File: src/rtl/pipe_ctrl_pkg.sv
// ---------------------------------------------------------------------------
// pipe_ctrl_pkg
// Shared constants and types for the pipeline control slice.
//   - FSM state encodings (plain localparam vectors, legacy-compatible)
//   - default parameter values and fixed counter widths
//   - ctrl_t: bundle of stall/flush enables, plus the canned patterns the
//     controller selects between
//   - src_hit(): one source operand vs. destination compare
// ---------------------------------------------------------------------------
package pipe_ctrl_pkg;

   localparam int TIMEOUT_DEF = 16;   // MEM_WAIT cycles before memory error
   localparam int SCNT_W_DEF  = 32;   // stall-cycle counter width
   localparam int FCNT_W      = 16;   // branch-flush counter width
   localparam int WCNT_W      = 8;    // wait counter, covers TIMEOUT up to 255
   localparam int REG_W       = 5;    // register index width

   localparam logic [1:0] ST_RUN      = 2'd0;
   localparam logic [1:0] ST_MEM_WAIT = 2'd1;
   localparam logic [1:0] ST_ERROR    = 2'd2;

   typedef struct packed {
      logic stall_if;
      logic stall_id;
      logic stall_ex;
      logic stall_mem;
      logic flush_id;
      logic flush_ex;
      logic flush_wb;
   } ctrl_t;

   //                                   if id ex mem fid fex fwb
   localparam ctrl_t CTRL_IDLE     = 7'b0__0__0__0___0___0___0;
   localparam ctrl_t CTRL_MEM      = 7'b1__1__1__1___0___0___1;
   localparam ctrl_t CTRL_LOAD_USE = 7'b1__1__0__0___0___1___0;
   localparam ctrl_t CTRL_BRANCH   = 7'b0__0__0__0___1___1___0;

   function automatic logic src_hit(input logic [REG_W-1:0] rs,
                                    input logic             used,
                                    input logic [REG_W-1:0] rd);
      return used && (rs == rd);
   endfunction

endpackage

File: src/rtl/pipe_ctrl_if.sv
// ---------------------------------------------------------------------------
// pipe_ctrl_if
// Bundle between the pipeline datapath and the pipeline controller.
//   pipeline -> ctrl : id_rs1/2, id_rs1/2_used, ex_mem2reg, ex_reg_wena,
//                      ex_reg_waddr, ex_branch_taken, mem_req, dmem_ack
//   ctrl -> pipeline : dmem_req, stall_if/id/ex/mem, flush_id/ex/wb,
//                      mem_err, stall_cnt, flush_cnt
// Modports: master = datapath side, slave = controller side.
// ---------------------------------------------------------------------------
interface pipe_ctrl_if #(
   parameter int SCNT_W = pipe_ctrl_pkg::SCNT_W_DEF
);
   import pipe_ctrl_pkg::*;

   logic [REG_W-1:0]  id_rs1;
   logic [REG_W-1:0]  id_rs2;
   logic              id_rs1_used;
   logic              id_rs2_used;
   logic              ex_mem2reg;
   logic              ex_reg_wena;
   logic [REG_W-1:0]  ex_reg_waddr;
   logic              ex_branch_taken;
   logic              mem_req;
   logic              dmem_ack;

   logic              dmem_req;
   logic              stall_if;
   logic              stall_id;
   logic              stall_ex;
   logic              stall_mem;
   logic              flush_id;
   logic              flush_ex;
   logic              flush_wb;
   logic              mem_err;
   logic [SCNT_W-1:0] stall_cnt;
   logic [FCNT_W-1:0] flush_cnt;

   modport master (
      output id_rs1, id_rs2, id_rs1_used, id_rs2_used,
             ex_mem2reg, ex_reg_wena, ex_reg_waddr, ex_branch_taken,
             mem_req, dmem_ack,
      input  dmem_req, stall_if, stall_id, stall_ex, stall_mem,
             flush_id, flush_ex, flush_wb, mem_err, stall_cnt, flush_cnt
   );

   modport slave (
      input  id_rs1, id_rs2, id_rs1_used, id_rs2_used,
             ex_mem2reg, ex_reg_wena, ex_reg_waddr, ex_branch_taken,
             mem_req, dmem_ack,
      output dmem_req, stall_if, stall_id, stall_ex, stall_mem,
             flush_id, flush_ex, flush_wb, mem_err, stall_cnt, flush_cnt
   );

endinterface

File: src/rtl/pipe_ctrl_hazard_detect.sv
// ---------------------------------------------------------------------------
// hazard_detect
// Pure combinational load-use compare: the instruction in EX is a load that
// writes a non-zero register which the instruction in ID actually reads.
//   rs1, rs2           : ID source registers
//   rs1_used, rs2_used : ID source operand is really read
//   mem2reg, reg_wena  : EX instruction is a load / writes a register
//   reg_waddr          : EX destination register
//   hazard             : load-use hazard present
// ---------------------------------------------------------------------------
module hazard_detect
   import pipe_ctrl_pkg::*;
(
   input  logic [REG_W-1:0] rs1,
   input  logic [REG_W-1:0] rs2,
   input  logic             rs1_used,
   input  logic             rs2_used,
   input  logic             mem2reg,
   input  logic             reg_wena,
   input  logic [REG_W-1:0] reg_waddr,
   output logic             hazard
);

   // x0 is hardwired zero, so writing it never produces a dependency
   assign hazard = mem2reg & reg_wena & (reg_waddr != '0) &
                   (src_hit(rs1, rs1_used, reg_waddr) |
                    src_hit(rs2, rs2_used, reg_waddr));

endmodule

File: src/rtl/pipe_ctrl.sv
// ---------------------------------------------------------------------------
// pipe_ctrl
// Pipeline stall/flush controller with data-memory wait handling.
//   clk, rst : clock, synchronous active-high reset
//   bus      : pipe_ctrl_if.slave (see interface header for signal list)
// Parameters:
//   TIMEOUT  : max memory stall cycles before the sticky error (2..255)
//   SCNT_W   : stall counter width; must match the interface SCNT_W
// FSM RUN / MEM_WAIT / ERROR. Stall/flush/dmem_req decode combinationally
// from state and inputs; mem_err and the two counters are registered.
// ---------------------------------------------------------------------------
module pipe_ctrl
   import pipe_ctrl_pkg::*;
#(
   parameter int TIMEOUT = TIMEOUT_DEF,
   parameter int SCNT_W  = SCNT_W_DEF
) (
   input  logic          clk,
   input  logic          rst,
   pipe_ctrl_if.slave    bus
);

   // last wait_cnt value at which a missing ack still keeps waiting
   localparam logic [WCNT_W-1:0] WAIT_LAST = WCNT_W'(TIMEOUT - 1);

   logic [1:0]        state, state_nxt;
   logic [WCNT_W-1:0] wait_cnt, wait_nxt;
   logic              mem_err;
   logic [SCNT_W-1:0] stall_cnt;
   logic [FCNT_W-1:0] flush_cnt;

   logic              hazard;
   logic              pipe_free;   // memory is not holding the pipe this cycle
   logic              br_flush;
   logic              dmem_req;
   ctrl_t             ctrl;

   hazard_detect u_hazard (
      .rs1       (bus.id_rs1),
      .rs2       (bus.id_rs2),
      .rs1_used  (bus.id_rs1_used),
      .rs2_used  (bus.id_rs2_used),
      .mem2reg   (bus.ex_mem2reg),
      .reg_wena  (bus.ex_reg_wena),
      .reg_waddr (bus.ex_reg_waddr),
      .hazard    (hazard)
   );

   always_comb begin
      state_nxt = state;
      wait_nxt  = wait_cnt;
      dmem_req  = 1'b0;
      pipe_free = 1'b0;
      br_flush  = 1'b0;
      ctrl      = CTRL_IDLE;
      if (!rst) begin
         case (state)
            ST_RUN: begin
               dmem_req = bus.mem_req;
               if (bus.mem_req && !bus.dmem_ack) begin
                  ctrl      = CTRL_MEM;
                  state_nxt = ST_MEM_WAIT;
                  wait_nxt  = WCNT_W'(1);
               end else begin
                  pipe_free = 1'b1;
               end
            end
            ST_MEM_WAIT: begin
               dmem_req = 1'b1;
               if (bus.dmem_ack) begin
                  // release cycle: the pipe advances, so the frozen EX
                  // instruction is re-evaluated for branch / load-use now
                  state_nxt = ST_RUN;
                  wait_nxt  = '0;
                  pipe_free = 1'b1;
               end else begin
                  ctrl = CTRL_MEM;
                  if (wait_cnt == WAIT_LAST) state_nxt = ST_ERROR;
                  else                       wait_nxt  = wait_cnt + WCNT_W'(1);
               end
            end
            ST_ERROR: begin
               // pipe frozen for good; dmem_ack is ignored, only rst exits
               ctrl = CTRL_MEM;
            end
            default: begin
               state_nxt = ST_RUN;
               wait_nxt  = '0;
            end
         endcase

         // a taken branch discards the ID instruction, so a load-use stall
         // on it would be pointless: branch wins
         if (pipe_free) begin
            if (bus.ex_branch_taken) begin
               ctrl     = CTRL_BRANCH;
               br_flush = 1'b1;
            end else if (hazard) begin
               ctrl = CTRL_LOAD_USE;
            end
         end
      end
   end

   always_ff @(posedge clk) begin
      if (rst) begin
         state     <= ST_RUN;
         wait_cnt  <= '0;
         mem_err   <= 1'b0;
         stall_cnt <= '0;
         flush_cnt <= '0;
      end else begin
         state    <= state_nxt;
         wait_cnt <= wait_nxt;
         mem_err  <= mem_err | (state_nxt == ST_ERROR);
         if (ctrl.stall_if && (stall_cnt != '1))
            stall_cnt <= stall_cnt + SCNT_W'(1);
         if (br_flush && (flush_cnt != '1))
            flush_cnt <= flush_cnt + FCNT_W'(1);
      end
   end

   assign bus.dmem_req  = dmem_req;
   assign bus.stall_if  = ctrl.stall_if;
   assign bus.stall_id  = ctrl.stall_id;
   assign bus.stall_ex  = ctrl.stall_ex;
   assign bus.stall_mem = ctrl.stall_mem;
   assign bus.flush_id  = ctrl.flush_id;
   assign bus.flush_ex  = ctrl.flush_ex;
   assign bus.flush_wb  = ctrl.flush_wb;
   assign bus.mem_err   = mem_err;
   assign bus.stall_cnt = stall_cnt;
   assign bus.flush_cnt = flush_cnt;

endmodule

File: src/flat_wrapper.sv
// flat-port wrapper written by rule: the top's interface ports become plain ports
module pipe_ctrl_flat import pipe_ctrl_pkg::*;
#(
   parameter int TIMEOUT = TIMEOUT_DEF,
   parameter int SCNT_W  = SCNT_W_DEF
)
  (clk, rst, bus_id_rs1, bus_id_rs2, bus_id_rs1_used, bus_id_rs2_used, bus_ex_mem2reg, bus_ex_reg_wena, bus_ex_reg_waddr, bus_ex_branch_taken, bus_mem_req, bus_dmem_ack, bus_dmem_req, bus_stall_if, bus_stall_id, bus_stall_ex, bus_stall_mem, bus_flush_id, bus_flush_ex, bus_flush_wb, bus_mem_err, bus_stall_cnt, bus_flush_cnt);
  pipe_ctrl_if #(.SCNT_W(SCNT_W)) bus_i ();
  input  logic clk;
  input  logic rst;
  input wire logic [$bits(bus_i.id_rs1)-1:0] bus_id_rs1;
  input wire logic [$bits(bus_i.id_rs2)-1:0] bus_id_rs2;
  input wire logic [$bits(bus_i.id_rs1_used)-1:0] bus_id_rs1_used;
  input wire logic [$bits(bus_i.id_rs2_used)-1:0] bus_id_rs2_used;
  input wire logic [$bits(bus_i.ex_mem2reg)-1:0] bus_ex_mem2reg;
  input wire logic [$bits(bus_i.ex_reg_wena)-1:0] bus_ex_reg_wena;
  input wire logic [$bits(bus_i.ex_reg_waddr)-1:0] bus_ex_reg_waddr;
  input wire logic [$bits(bus_i.ex_branch_taken)-1:0] bus_ex_branch_taken;
  input wire logic [$bits(bus_i.mem_req)-1:0] bus_mem_req;
  input wire logic [$bits(bus_i.dmem_ack)-1:0] bus_dmem_ack;
  output wire logic [$bits(bus_i.dmem_req)-1:0] bus_dmem_req;
  output wire logic [$bits(bus_i.stall_if)-1:0] bus_stall_if;
  output wire logic [$bits(bus_i.stall_id)-1:0] bus_stall_id;
  output wire logic [$bits(bus_i.stall_ex)-1:0] bus_stall_ex;
  output wire logic [$bits(bus_i.stall_mem)-1:0] bus_stall_mem;
  output wire logic [$bits(bus_i.flush_id)-1:0] bus_flush_id;
  output wire logic [$bits(bus_i.flush_ex)-1:0] bus_flush_ex;
  output wire logic [$bits(bus_i.flush_wb)-1:0] bus_flush_wb;
  output wire logic [$bits(bus_i.mem_err)-1:0] bus_mem_err;
  output wire logic [$bits(bus_i.stall_cnt)-1:0] bus_stall_cnt;
  output wire logic [$bits(bus_i.flush_cnt)-1:0] bus_flush_cnt;
  assign bus_i.id_rs1 = bus_id_rs1;
  assign bus_i.id_rs2 = bus_id_rs2;
  assign bus_i.id_rs1_used = bus_id_rs1_used;
  assign bus_i.id_rs2_used = bus_id_rs2_used;
  assign bus_i.ex_mem2reg = bus_ex_mem2reg;
  assign bus_i.ex_reg_wena = bus_ex_reg_wena;
  assign bus_i.ex_reg_waddr = bus_ex_reg_waddr;
  assign bus_i.ex_branch_taken = bus_ex_branch_taken;
  assign bus_i.mem_req = bus_mem_req;
  assign bus_i.dmem_ack = bus_dmem_ack;
  assign bus_dmem_req = bus_i.dmem_req;
  assign bus_stall_if = bus_i.stall_if;
  assign bus_stall_id = bus_i.stall_id;
  assign bus_stall_ex = bus_i.stall_ex;
  assign bus_stall_mem = bus_i.stall_mem;
  assign bus_flush_id = bus_i.flush_id;
  assign bus_flush_ex = bus_i.flush_ex;
  assign bus_flush_wb = bus_i.flush_wb;
  assign bus_mem_err = bus_i.mem_err;
  assign bus_stall_cnt = bus_i.stall_cnt;
  assign bus_flush_cnt = bus_i.flush_cnt;
  pipe_ctrl #(.TIMEOUT(TIMEOUT), .SCNT_W(SCNT_W)) u_core (.clk(clk), .rst(rst), .bus(bus_i));
endmodule
File: config.mk
export PLATFORM = sky130hd
export DESIGN_NAME = pipe_ctrl_flat
export DESIGN_NICKNAME = d
export VERILOG_FILES = /design/src/rtl/pipe_ctrl_pkg.sv /design/src/rtl/pipe_ctrl_if.sv /design/src/rtl/pipe_ctrl_hazard_detect.sv /design/src/rtl/pipe_ctrl.sv /design/src/flat_wrapper.sv
export SDC_FILE = /design/constraint.sdc
export NUM_CORES = 1
export LEC_CHECK = 0
export CAP_MARGIN = 10
export CORE_MARGIN = 2
export CORE_UTILIZATION = 49
export DETAILED_ROUTE_END_ITERATION = 8
export PLACE_DENSITY = 0.8
export SYNTH_ARGS = -nofsm -noshare
export SYNTH_HDL_FRONTEND = slang
export SYNTH_SLANG_ARGS = --single-unit
File: constraint.sdc
create_clock -name clk -period 2.8 [get_ports clk]
set_input_delay 0.56 -clock clk [delete_from_list [all_inputs] [get_ports clk]]
set_output_delay 0.56 -clock clk [all_outputs]
set_load 0.01 [all_outputs]
# After elaboration in Yosys (flattened, before gate mapping)
# Cells that the tools add are included.
# W data, S select, Z words.
# classes
eq_ne	10
bitwise	6
addsub	3
n_reduce_logical	9
n_mux	25
# op_table
op	n
$mux W7	6
$add A32 B1 Y32 const B	1
$ne A32 B32 Y1 const B	1
$mux W8	3
$pmux W8 S3	1
$pmux W7 S3	1
$add A16 B1 Y16 const B	1
$ne A16 B16 Y1 const B	1
$eq A5 B5 Y1	2
$add A8 B1 Y8 const B	1
$eq A8 B4 Y1 const B	1
$mux W2	4
$mux W1	7
$pmux W2 S3	1
$logic_and A1 B1 Y1	5
$reduce_bool A5 Y1	1
$eq A2 B2 Y1 const B	2
$pmux W1 S2	2
$and A1 B1 Y1	3
$ne A3 B3 Y1 const B	1
$reduce_and A3 Y1	1
$eq A2 B1 Y1 const B	1
$logic_not A2 Y1	1
$ne A2 B1 Y1 const B	1
other kinds (3)	4
# totals
output_inout_bits	57
in_bits	24
regBits	59

# Logic depth before layout (Yosys ltp)
# logic_depth
depth_word	9
depth_mapped	10
depth_no_buf	7

# Modules after synthesis
# Synthesis repeated with hierarchy kept, for this count alone.
# hier_totals
cells_unflattened	378
hier_area_um2	3204.3
# by_module_without_submodules
module	cells_each	seq_area_each_um2	instances	area_each_um2
pipe_ctrl	361	1181.1	1	3069.2
hazard_detect	17	0.0	1	135.1

# Worst setup path before layout
# No wires, ideal clock.
# synth_timing
kind	in2out
start	input port bus_ex_reg_waddr[1]
end	output port bus_stall_if
required_ns	2.240
stages	8
slack_ns	0.141
path_buffers	3
arrival_ns	2.099
cell_sequence	or4_1 nor2_1 nor4_4 a31oi_4 buf_6 buf_2 inv_1 buf_4
# synth_via
elab_chain_len	8
elab_cells_between_ends	12
classes_between	eq/ne (2); mux (4); bitwise (3); reduce/logical (3)
# synth_rtl
element	line	text
from (decl)	flat_wrapper.sv:17	input wire logic [$bits(bus_i.ex_reg_waddr)-1:0] bus_ex_reg_waddr;
$eq A5 B5 Y1	pipe_ctrl_pkg.sv:41	return used && (rs == rd);
$logic_and A1 B1 Y1	pipe_ctrl_pkg.sv:41	
$or A1 B1 Y1	pipe_ctrl_hazard_detect.sv:26	(src_hit(rs1, rs1_used, reg_waddr) |
$and A1 B1 Y1 (*)	pipe_ctrl_hazard_detect.sv:25	assign hazard = mem2reg & reg_wena & (reg_waddr != '0) &
$mux W7 (*)	pipe_ctrl.sv:98	end else if (hazard) begin
$mux W7 (*)	pipe_ctrl.sv:95	if (bus.ex_branch_taken) begin
$mux W7 (*)	pipe_ctrl.sv:94	if (pipe_free) begin
$mux W7 (*)	pipe_ctrl.sv:56	if (!rst) begin
to (decl)	flat_wrapper.sv:22	output wire logic [$bits(bus_i.stall_if)-1:0] bus_stall_if;
# Every way passes the cells marked *; elsewhere a longest branch is shown, timed or not.

# Worst setup path in the final report
# layout_timing
start	input port bus_ex_reg_waddr[2]
end	register u_core.stall_cnt[5], in the netlist u_core.bus.stall_cnt[5]
# layout_via
elab_chain_len	9
elab_cells_between_ends	13
classes_between	eq/ne (2); mux (4); bitwise (3); reduce/logical (4)
# layout_rtl
element	line	text
$eq A5 B5 Y1	pipe_ctrl_pkg.sv:41	
$logic_and A1 B1 Y1	pipe_ctrl_pkg.sv:41	
$or A1 B1 Y1	pipe_ctrl_hazard_detect.sv:26	
$and A1 B1 Y1 (*)	pipe_ctrl_hazard_detect.sv:25	
$mux W7 (*)	pipe_ctrl.sv:98	
$mux W7 (*)	pipe_ctrl.sv:95	
$mux W7 (*)	pipe_ctrl.sv:94	
$mux W7 (*)	pipe_ctrl.sv:56	
$logic_and A1 B1 Y1 (*)	pipe_ctrl.sv:116	if (ctrl.stall_if && (stall_cnt != '1))
to (signal assigned)	pipe_ctrl.sv:117	stall_cnt <= stall_cnt + SCNT_W'(1);
to (decl)	pipe_ctrl.sv:29	logic [SCNT_W-1:0] stall_cnt;
# Marks and branches as above.
# A chain may end at the register's enable or synchronous reset.

==> results.yml <==
layout:
  drive_gt1_share_pct: 13.6
  n_antenna_cell: 0
  n_fill_cell: 526
  multi_input_area_um2: 1880
  final_cell_area_um2: 4330
  num-nets-final: 501
  area_growth_pct: 34.8
  fin_cells: 556
  regArea_um2: 1180
drt:
  routed_via_density: 5.88
  drcViolationCount: 0
  totalWireLength_um: 8210
  ant_nets: 0
  route.vias.total: 3271
  drtIter0Drc: 225
  wl_per_cell_um: 14.8
  firstDrtPassIters: 4
worst_setup_path:
  r2r_slack_ns: 0.46
  critPathLaunch: "bus_ex_reg_waddr[2]"
  start_kind: "primary input"
  critPathRequiredTime_ns: 3.07
  r2r-end: "u_core.bus.stall_cnt[5]"
  worst-path-max-fanout: 38
  critPathArrivalTime_ns: 3.02
  r2r-start: "u_core.state[0]"
  reg2reg_depth: 8
  cp-end-kind: "register"
  critical_path.endpoint: "u_core.bus.stall_cnt[5]"
  crit_type: "in -> reg"
floorplanning:
  core_area_um2: 6350
  die_area_um2: 7220
  die_w_um: 84.9
  ios: 81
  die_h_um: 84.9
  rows: 29
  initial_core_util_pct: 50.6
job:
  maxCapViolCount: 0
sta:
  fin_hold_ws_ns: 0.456
  hold_violations: 0
  setup_viol: 0
  layout_min_cycle_time_ns: 2.75
  fin_crit_sh_pct: 98.4
  skew_ns: 0.0108
  tightest_slew_ns: 0.684
  finalMaxSlewViolations: 0
  fin_setup_tns_ns: 0
  maxSlewHeadroom_pct: 54.0
  fmax_ghz: 0.363
placed_design:
  portBuffers: 80
  dp_cells: 539
  hpwl_um: 5920
  gp_congestion: 0.833
  dpl_cell_area_um2: 4120
min_path:
  holdCritStartpoint: "u_core.bus.mem_err"
  holdPathStages: 1
  hp-class: "reg -> reg"
power_and_ir_drop:
  p_leak_nw: 1.47
  power_density_nw_per_um2: 390
  p_total_mw: 1.69
  irDropWorstVdd_mv: 0.313
clock_network:
  numClockSinks: 59
  clk_pin_slew_ns: 0.07
  cts_buffer_depth: 2
  insertion_delay_ns: 0.34
  cts_htree_levels: 3
  cts_hold_buffers: 0
  cts_buffers: 9
  cts_tree: "yes"
  root_buffer: "clkbuf_8"
logic_synthesis:
  synth_seq_area_share_pct: 36.8
  synth_cells: 384
  synth-seq-cells: 59
  syn_area_um2: 3210
  syn_area_per_cell_um2: 8.36
  synthesis.nets: 411
  yosysWarnings: 0
  synth_edf_count: 0
  async_flop_share_pct: 0
  yosysUniqueCellTypes: 49
  synthFlopType: "dfxtp_1"
global_route:
  grt_pass1_vias: 3009
  antenna_found_initial: 0
  grt_first_pass_wirelength_um: 13700
  grt_overflow: 0
  grt_max_degree: 44
  grtUsageTotal_pct: 22.8
outcome:
  status: "finished clean"
[cells by family (layout without fill, tap and decap cells)]
group,count (synthesis),in the layout,synth area share [%]
AOI/OAI and AO/OA,76,76,16.7
adders and majority gates,3,3,1.17
muxes,5,5,1.68
and+or+nand+nor,180,180,29.9
DFF,59,59,36.8
buffers and inverters,33,128,6.12
xor gates and xnor gates,28,28,7.64
[state kept, by name, indices dropped and copies added, names as in the netlist]
signal                count
u_core.bus.flush_cnt     16
u_core.wait_cnt           8
u_core.state              2
u_core.bus.mem_err        1
u_core.bus.stall_cnt     32
[cell usage after synthesis, types with 2 or more instances]
cell type,number,area share [%]
a21oi_1,24,3.7
a311oi_1,2,0.55
and2_1,3,0.58
and3_1,6,1.2
and3_2,2,0.47
and4_1,2,0.55
buf_2,6,0.94
buf_4,4,0.94
buf_6,4,1.4
clkbuf_1,6,0.70
clkbuf_8,2,0.86
dfxtp_1,59,37
ha_1,3,1.2
inv_1,11,1.3
mux2_2,3,1.1
mux2i_1,2,0.62
nand2_1,29,3.4
nand2b_1,3,0.58
nand3_1,21,3.3
nand3b_1,2,0.47
nand4_1,21,4.1
nor2_1,43,5.0
nor2b_1,3,0.58
nor3_1,8,1.2
nor4_1,10,1.9
o21a_1,2,0.47
o21ai_0,11,1.7
o311ai_0,9,2.5
o31ai_1,9,2.1
o41ai_1,10,2.7
or2_2,3,0.58
or3_1,7,1.4
or3_2,2,0.47
or4_1,10,2.3
or4b_1,2,0.62
xnor2_1,19,5.2
xor2_1,9,2.5
[cell type report]
class | count | share of cell area [%]
Tap cell | 77 | 2.23
Sequential cell | 59 | 27.3
Multi-Input combinational cell | 292 | 43.5
Inverter | 11 | 0.954
Timing Repair Buffer | 101 | 22.1
Clock buffer | 9 | 2.86
Clock inverter | 7 | 1.04
[worst max-delay path, cell delays in order]
cell,delay [ns]
clkdlybuf4s50_1,0.42
buf_4,0.16
xnor2_1,0.20
nand4_1,0.15
o22ai_2,0.23
a31oi_4,0.15
buf_4,0.15
buf_4,0.13
buf_12,0.16
or4_1,0.54
a21oi_2,0.16
[power by group]
group / internal, mW / total (mW) / switching (mW)
combinational: 0.0869 / 0.170 / 0.0826
sequential: 0.845 / 0.852 / 0.00714
clock: 0.315 / 0.665 / 0.350
total: 1.25 / 1.69 / 0.440
[worst min path at each step]
stage / endpoint
final: u_core.bus.mem_err
after global routing: u_core.bus.mem_err
after CTS: u_core.bus.mem_err
after detailed placement: u_core.bus.mem_err
after global placement: u_core.bus.mem_err
after floorplan: u_core.wait_cnt[7]
[metal layers]
| metal | share of wire (%) | global-route usage, % | wire [um] |
|---|---|---|---|
| met2 | 49 | 37.9 | 4030 |
| met3 | 6.1 | 6.71 | 499 |
| met1 | 43 | 28.3 | 3510 |
| met4 | 2.1 | 7.94 | 172 |
| met5 | 0 | 0 | 0 |
[metrics by stage]
stage / util, % / worst slack (ns)
finish: 68.2 / 0.0461
global route: 68.2 / -0.0491
detailed placement: 64.8 / -0.338
global placement: 64.8 / -0.325
CTS: 67.6 / 0.00909
floorplan: - / 0.141
[layout by cell type, fill, tap and decap left out, drive strengths merged, types with 3 or more instances in the layout]
master / n
clkinv: 3
or3: 9
or2: 3
o41ai: 10
xnor2: 19
nor2b: 3
nand3: 21
o31ai: 9
nand2b: 3
and3: 8
clkdlybuf4s50: 70
o311ai: 9
nor2: 43
nor4: 11
clkbuf: 10
mux2: 3
xor2: 9
nand4: 21
or4: 10
clkinvlp: 4
and2: 4
dlymetal6s2s: 4
a21oi: 24
nand2: 29
o21ai: 11
buf: 24
inv: 11
nor3: 8
dfxtp: 59
ha: 3
[what timing repair did]
| action | 4_1_cts | 5_1_grt |
|---|---|---|
| buffers inserted | 1 | 0 |
| resized for setup | 16 | 10 |
| endpoints found under the setup margin | 7 | 21 |
| pin swaps | 3 | 6 |
(Power assumes the default switching activity.)
